$ cat config.mk
export PLATFORM = sky130hd
export DESIGN_NAME = comparador_jog
export DESIGN_NICKNAME = d
export VERILOG_FILES = /design/src/rtl/comparador_jog.sv
export SDC_FILE = /design/constraint.sdc
export NUM_CORES = 1
export LEC_CHECK = 0
export ABC_AREA = 1
export CAP_MARGIN = 10
export CORE_AREA = 2 2 39 41
export CTS_BUF_LIST = sky130_fd_sc_hd__clkbuf_8
export CTS_CLUSTER_SIZE = 40
export DETAILED_ROUTE_END_ITERATION = 10
export DIE_AREA = 0 0 41 43
export DONT_BUFFER_PORTS = 1
export MAX_ROUTING_LAYER = met4
export SETUP_SLACK_MARGIN = 0.1
export SLEW_MARGIN = 40
export SYNTH_ARGS = -nofsm -noshare
export SYNTH_HDL_FRONTEND = slang
export SYNTH_SLANG_ARGS = --single-unit
$ cat constraint.sdc
create_clock -name clock -period 1.5 [get_ports clock]
set_clock_uncertainty 0.1 [all_clocks]
set_input_delay 0.3 -clock clock [delete_from_list [all_inputs] [get_ports clock]]
set_output_delay 0.3 -clock clock [all_outputs]
set_load 0.01 [all_outputs]
$ cat src/rtl/comparador_jog.sv
// Player-move comparator: per-lane hit detection on A gated by B, plus a registered
// hit flag and a saturating hit counter for scoring/debug.
module comparador_jog #(
  parameter int                N_LANES = 4,
  parameter int                LANE_W  = 2,
  parameter logic [LANE_W-1:0] TARGET  = 2'b00,
  parameter int                CNT_W   = 8
) (
  input  logic                        clock,
  input  logic                        reset,
  input  logic [N_LANES*LANE_W-1:0]   A,
  input  logic [N_LANES-1:0]          B,
  input  logic                        conta,
  input  logic                        zera_conta,
  output logic                        acerto,
  output logic [N_LANES-1:0]          acertos,
  output logic                        acerto_reg,
  output logic [CNT_W-1:0]            conta_acertos
);

  localparam logic [CNT_W-1:0] CNT_MAX = {CNT_W{1'b1}};

  function automatic logic [CNT_W-1:0] sat_inc(input logic [CNT_W-1:0] c);
    if (c == CNT_MAX)
      return c;
    else
      return c + 1'b1;
  endfunction

  logic [N_LANES-1:0] hit_p0;
  logic               vld_p0;
  logic               acerto_p1;
  logic [CNT_W-1:0]   cnt_p1;

  // Stage p0: combinational lane compare, feeds the game FSM with zero latency
  always_comb begin
    hit_p0 = '0;
    for (int i = 0; i < N_LANES; i++)
      hit_p0[i] = B[i] && (A[LANE_W*i +: LANE_W] == TARGET);
  end

  assign vld_p0  = |hit_p0;
  assign acertos = hit_p0;
  assign acerto  = vld_p0;

  // Stage p1: registered hit flag and saturating counter (clear wins over count)
  always_ff @(posedge clock or posedge reset) begin
    if (reset) begin
      acerto_p1 <= 1'b0;
      cnt_p1    <= '0;
    end else begin
      acerto_p1 <= vld_p0;
      if (zera_conta)
        cnt_p1 <= '0;
      else if (conta && vld_p0)
        cnt_p1 <= sat_inc(cnt_p1);
    end
  end

  assign acerto_reg    = acerto_p1;
  assign conta_acertos = cnt_p1;

endmodule

# Yosys cells after proc, flatten, opt, wreduce, memory -nomap -nowiden
# Cells that the tools add are included.
# op_classes
n_eq_ne	2
n_reduce_logical	12
n_addsub	1
n_mux	3
# ops
cell	n
8-bit two-way mux	3
8-bit by 1-bit adder with 8-bit output (second input constant)	1
8-bit equality test (second input constant)	1
2-bit zero test	4
1-bit logical AND	5
4-bit OR reduction	1
2-bit != test (second input constant)	1
2-bit AND reduction	1
2-bit nonzero test	1
# totals
regBits	9
elab_cells	20
inputBits	16

# Logic depth before layout (Yosys ltp)
# depth
ltp_word	6
mapped_depth	9

# Worst setup path after synthesis
# No wires, ideal clock.
# synth_timing
path_kind	reg-to-reg
from	register cnt_p1[0], in the netlist conta_acertos[0]
to	register cnt_p1[2], in the netlist conta_acertos[2]
stages_incl_launch_ff	9
path_buffers	0
period_less_slack_ps	1467
arrival_ps	1301
path_slack_ps	33
setup_time_ps	66
cell_sequence	dfrtp_1 -> ha_1 -> nand2_2 -> nor2_4 -> nand2_2 -> nand2_4 -> nor2_2 -> nand3_1 -> nand2_1
# synth_between
elab_chain_len	4
word_cells_on_any_way	7
# synth_rtl
element	line	text
start: declaration	33	logic [CNT_W-1:0] cnt_p1;
start signal: assignment	56	cnt_p1 <= sat_inc(cnt_p1);
8-bit by 1-bit adder with 8-bit output	27	return c + 1'b1;
8-bit two-way mux	24	if (c == CNT_MAX)
8-bit two-way mux	55	else if (conta && vld_p0)
8-bit two-way mux	53	if (zera_conta)
# Several ways; a longest one is shown, not always the timed one. The select of a mux whose other input is x is not followed.
# A chain may end at the register's enable or synchronous reset.

# Final worst setup path
# layout_timing
from	register cnt_p1[1], in the netlist conta_acertos[1]
to	register cnt_p1[0], in the netlist conta_acertos[0]
# layout_between
elab_chain_len	3
# layout_rtl
element	line
8-bit equality test	24
2-bit != test (no source line)	n/a
2-bit AND reduction (no source line)	n/a
# Every way passes these cells.

==> metrics.csv <==
metric,value,unit
Total Wirelength,1530,microns
Synth Area per Inst,6.76,sq um
Root Buffer,clkbuf_8,
"Design Area, Final",840,sq um
Clock Path Buffers,2,
vias per cell,5.16,
first-pass detailed-route iteration total,4,
Antenna diodes,0,
die span in y,43,microns
layout cells sized above 1,30.5,%
routability cong.,0.808,
io pins,30,
DP HPWL,1030,microns
f_max,699,MHz
register area,228,sq um
CP max FO,8,
Die Area,1760,sq um
cell count after synthesis,92,
Starting DRT DRC Count,10,
Tot GR Track Use,18.6,%
routed via count,624,
clk slew on worst S/H paths,0.04,ns
final hold violations,0,
Final nets,123,
Worst-Skew Late Latency,0.23,ns
worst relative slew slack,59.4,%
area of the multi-input gates,397,sq um
most frequent cells in the layout,"nand2_1, inv_1, nand3_1",
status,completed,
Crit path required time,1.57,ns
Clock Sinks,9,
Final Critical Period,1.43,ns
fill cell count,122,
"Worst Path Class, Setup",flip-flop to flip-flop,
cell row count,14,
Post-Route Setup TNS,0,ns
DP Area,674,sq um
Pins Over Slew Limit,0,
Post-Syn Area,622,sq um
# H-tree levels,1,
max reg flops,8,
vias in the first global route,499,
Final period util,95.3,%
Worst Setup Start Kind,flip-flop,
post-DR wirelength/cell,12.7,microns
Die X,41,microns
core region area,1380,sq um
number of synthesized register bits,9,
Final ANT Viol Nets,0,
largest net degree at the start of global routing,17,
IO buf count,0,
Synth area leaders,"dfrtp_1, nand3_1, nand2_1",
Setup-failing EPs final,0,
Synthesized Nets,109,
cell taking the most area after synthesis,dfrtp_1,
Max VDD drop,0.595,mV
drt drc,0,
global-route wire length before repair,2090,microns
Crit. End Element,flip-flop,
worst-margin pin slew,0.609,ns
Hold Path Class,input port to flip-flop,
post-synth top area share,36.2,%
Unique masters post-synth,17,
sequential share of the synthesized area,36.2,%
"most common cell after layout, fill and taps aside",nand2_1,
number of max-cap violations,0,
cts bufs inserted,3,
Worst Path Arrival,1.50,ns
RSZ-0062 raised after global routing,yes,
total gr overflow,0,
initial antenna violation count,0,
"Core Util, Final",60.7,%
Area growth syn-to-layout,35.0,%
starting density of the core,44.9,%
Syn. warnings,0,
PwrDens,739,nW/um^2
CTS tree,yes,
leakage,0.465,nW
-- cell usage after synthesis (all sizes together) --
| cell | n |
|---|---|
| inv | 16 |
| buf | 1 |
| o21ai | 1 |
| ha | 1 |
| nand3 | 19 |
| xnor2 | 1 |
| nor2 | 12 |
| nor3 | 1 |
| a21oi | 1 |
| dfrtp | 9 |
| xor2 | 2 |
| nand2 | 28 |
-- power breakdown --
part	total, mW	switching, mW	leakage, nW	internal, mW
logic	0.0897	0.0581	0.319	0.0317
clock network	0.275	0.0967	0.0269	0.178
registers	0.256	0.00573	0.120	0.250
-- per-layer routing --
layer	up-vias	wire, microns	GRT usage [%]
li1	310	-	-
met1	284	620	20.9
met2	26	802	28.4
met3	4	82	6.81
met4	0	27	8.00
met5	-	0	-
-- metrics by stage --
| step | setup WS [ns] | hold WS, ns | power [mW] | std cells |
|---|---|---|---|---|
| finish | 0.0704 | 0.305 | 0.620 | 121 |
| global placement | 0.119 | 0.0831 | 0.325 | 111 |
| CTS | 0.101 | 0.228 | 0.605 | 118 |
| floorplan | 0.112 | 0.0279 | 0.309 | 92 |
| global route | 0.0189 | 0.322 | 0.663 | 121 |
| detailed placement | 0.0896 | 0.0825 | 0.326 | 111 |
-- worst max-delay path, stage by stage (launching register included) --
cell and delay, ns:
dfrtp_1 0.41, ha_4 0.19, nand2_4 0.08, nor2_4 0.04
nand2_2 0.08, nand2_4 0.06, nor2_4 0.12, buf_12 0.14
nand3_2 0.06, nand2_1 0.09
-- worst paths after layout --
check,startpoint,end,slack [ns],cells past startpoint
setup / recovery,conta_acertos[1]$_DFFE_PP0P_,conta_acertos[0]$_DFFE_PP0P_,0.07,9
hold / removal,conta,conta_acertos[4]$_DFFE_PP0P_,0.30,5
setup reg to reg,conta_acertos[1]$_DFFE_PP0P_,conta_acertos[0]$_DFFE_PP0P_,0.07,9
hold reg to reg,conta_acertos[5]$_DFFE_PP0P_,conta_acertos[5]$_DFFE_PP0P_,0.51,2
max in group asynchronous,reset,conta_acertos[4]$_DFFE_PP0P_,0.62,2
min in group asynchronous,reset,acerto_reg$_DFF_PP0_,0.38,2
-- cells by family (layout without fill, tap and decap cells) --
kind of cell / after synthesis / after routing / share of synthesized area (%)
buf+inv: 17 / 30 / 10.5
simple gates: 60 / 60 / 45.5
flops: 9 / 9 / 36.2
xor+xnor: 3 / 3 / 4.23
fa+ha+maj: 1 / 1 / 2.01
compound gates: 2 / 2 / 1.61
-- repair_timing --
item / CTS / global route
setup endpoints to repair: 8 / 8
pin swaps: 1 / 5
resized for setup: 0 / 13
hold buffers: 1 / 0
setup buffers: 2 / 3
endpoints found under the hold margin: 9 / 0
-- area by class of cell --
cell class / instances / share of cell area [%]
well taps: 16 / 2.38
clock inverters: 1 / 0.447
clock buffers: 3 / 4.92
flip-flops and latches: 9 / 27.1
inverters: 16 / 7.15
repair buffers: 10 / 10.7
multi-input cells: 66 / 47.2
Power figures use the tool's default switching activity.
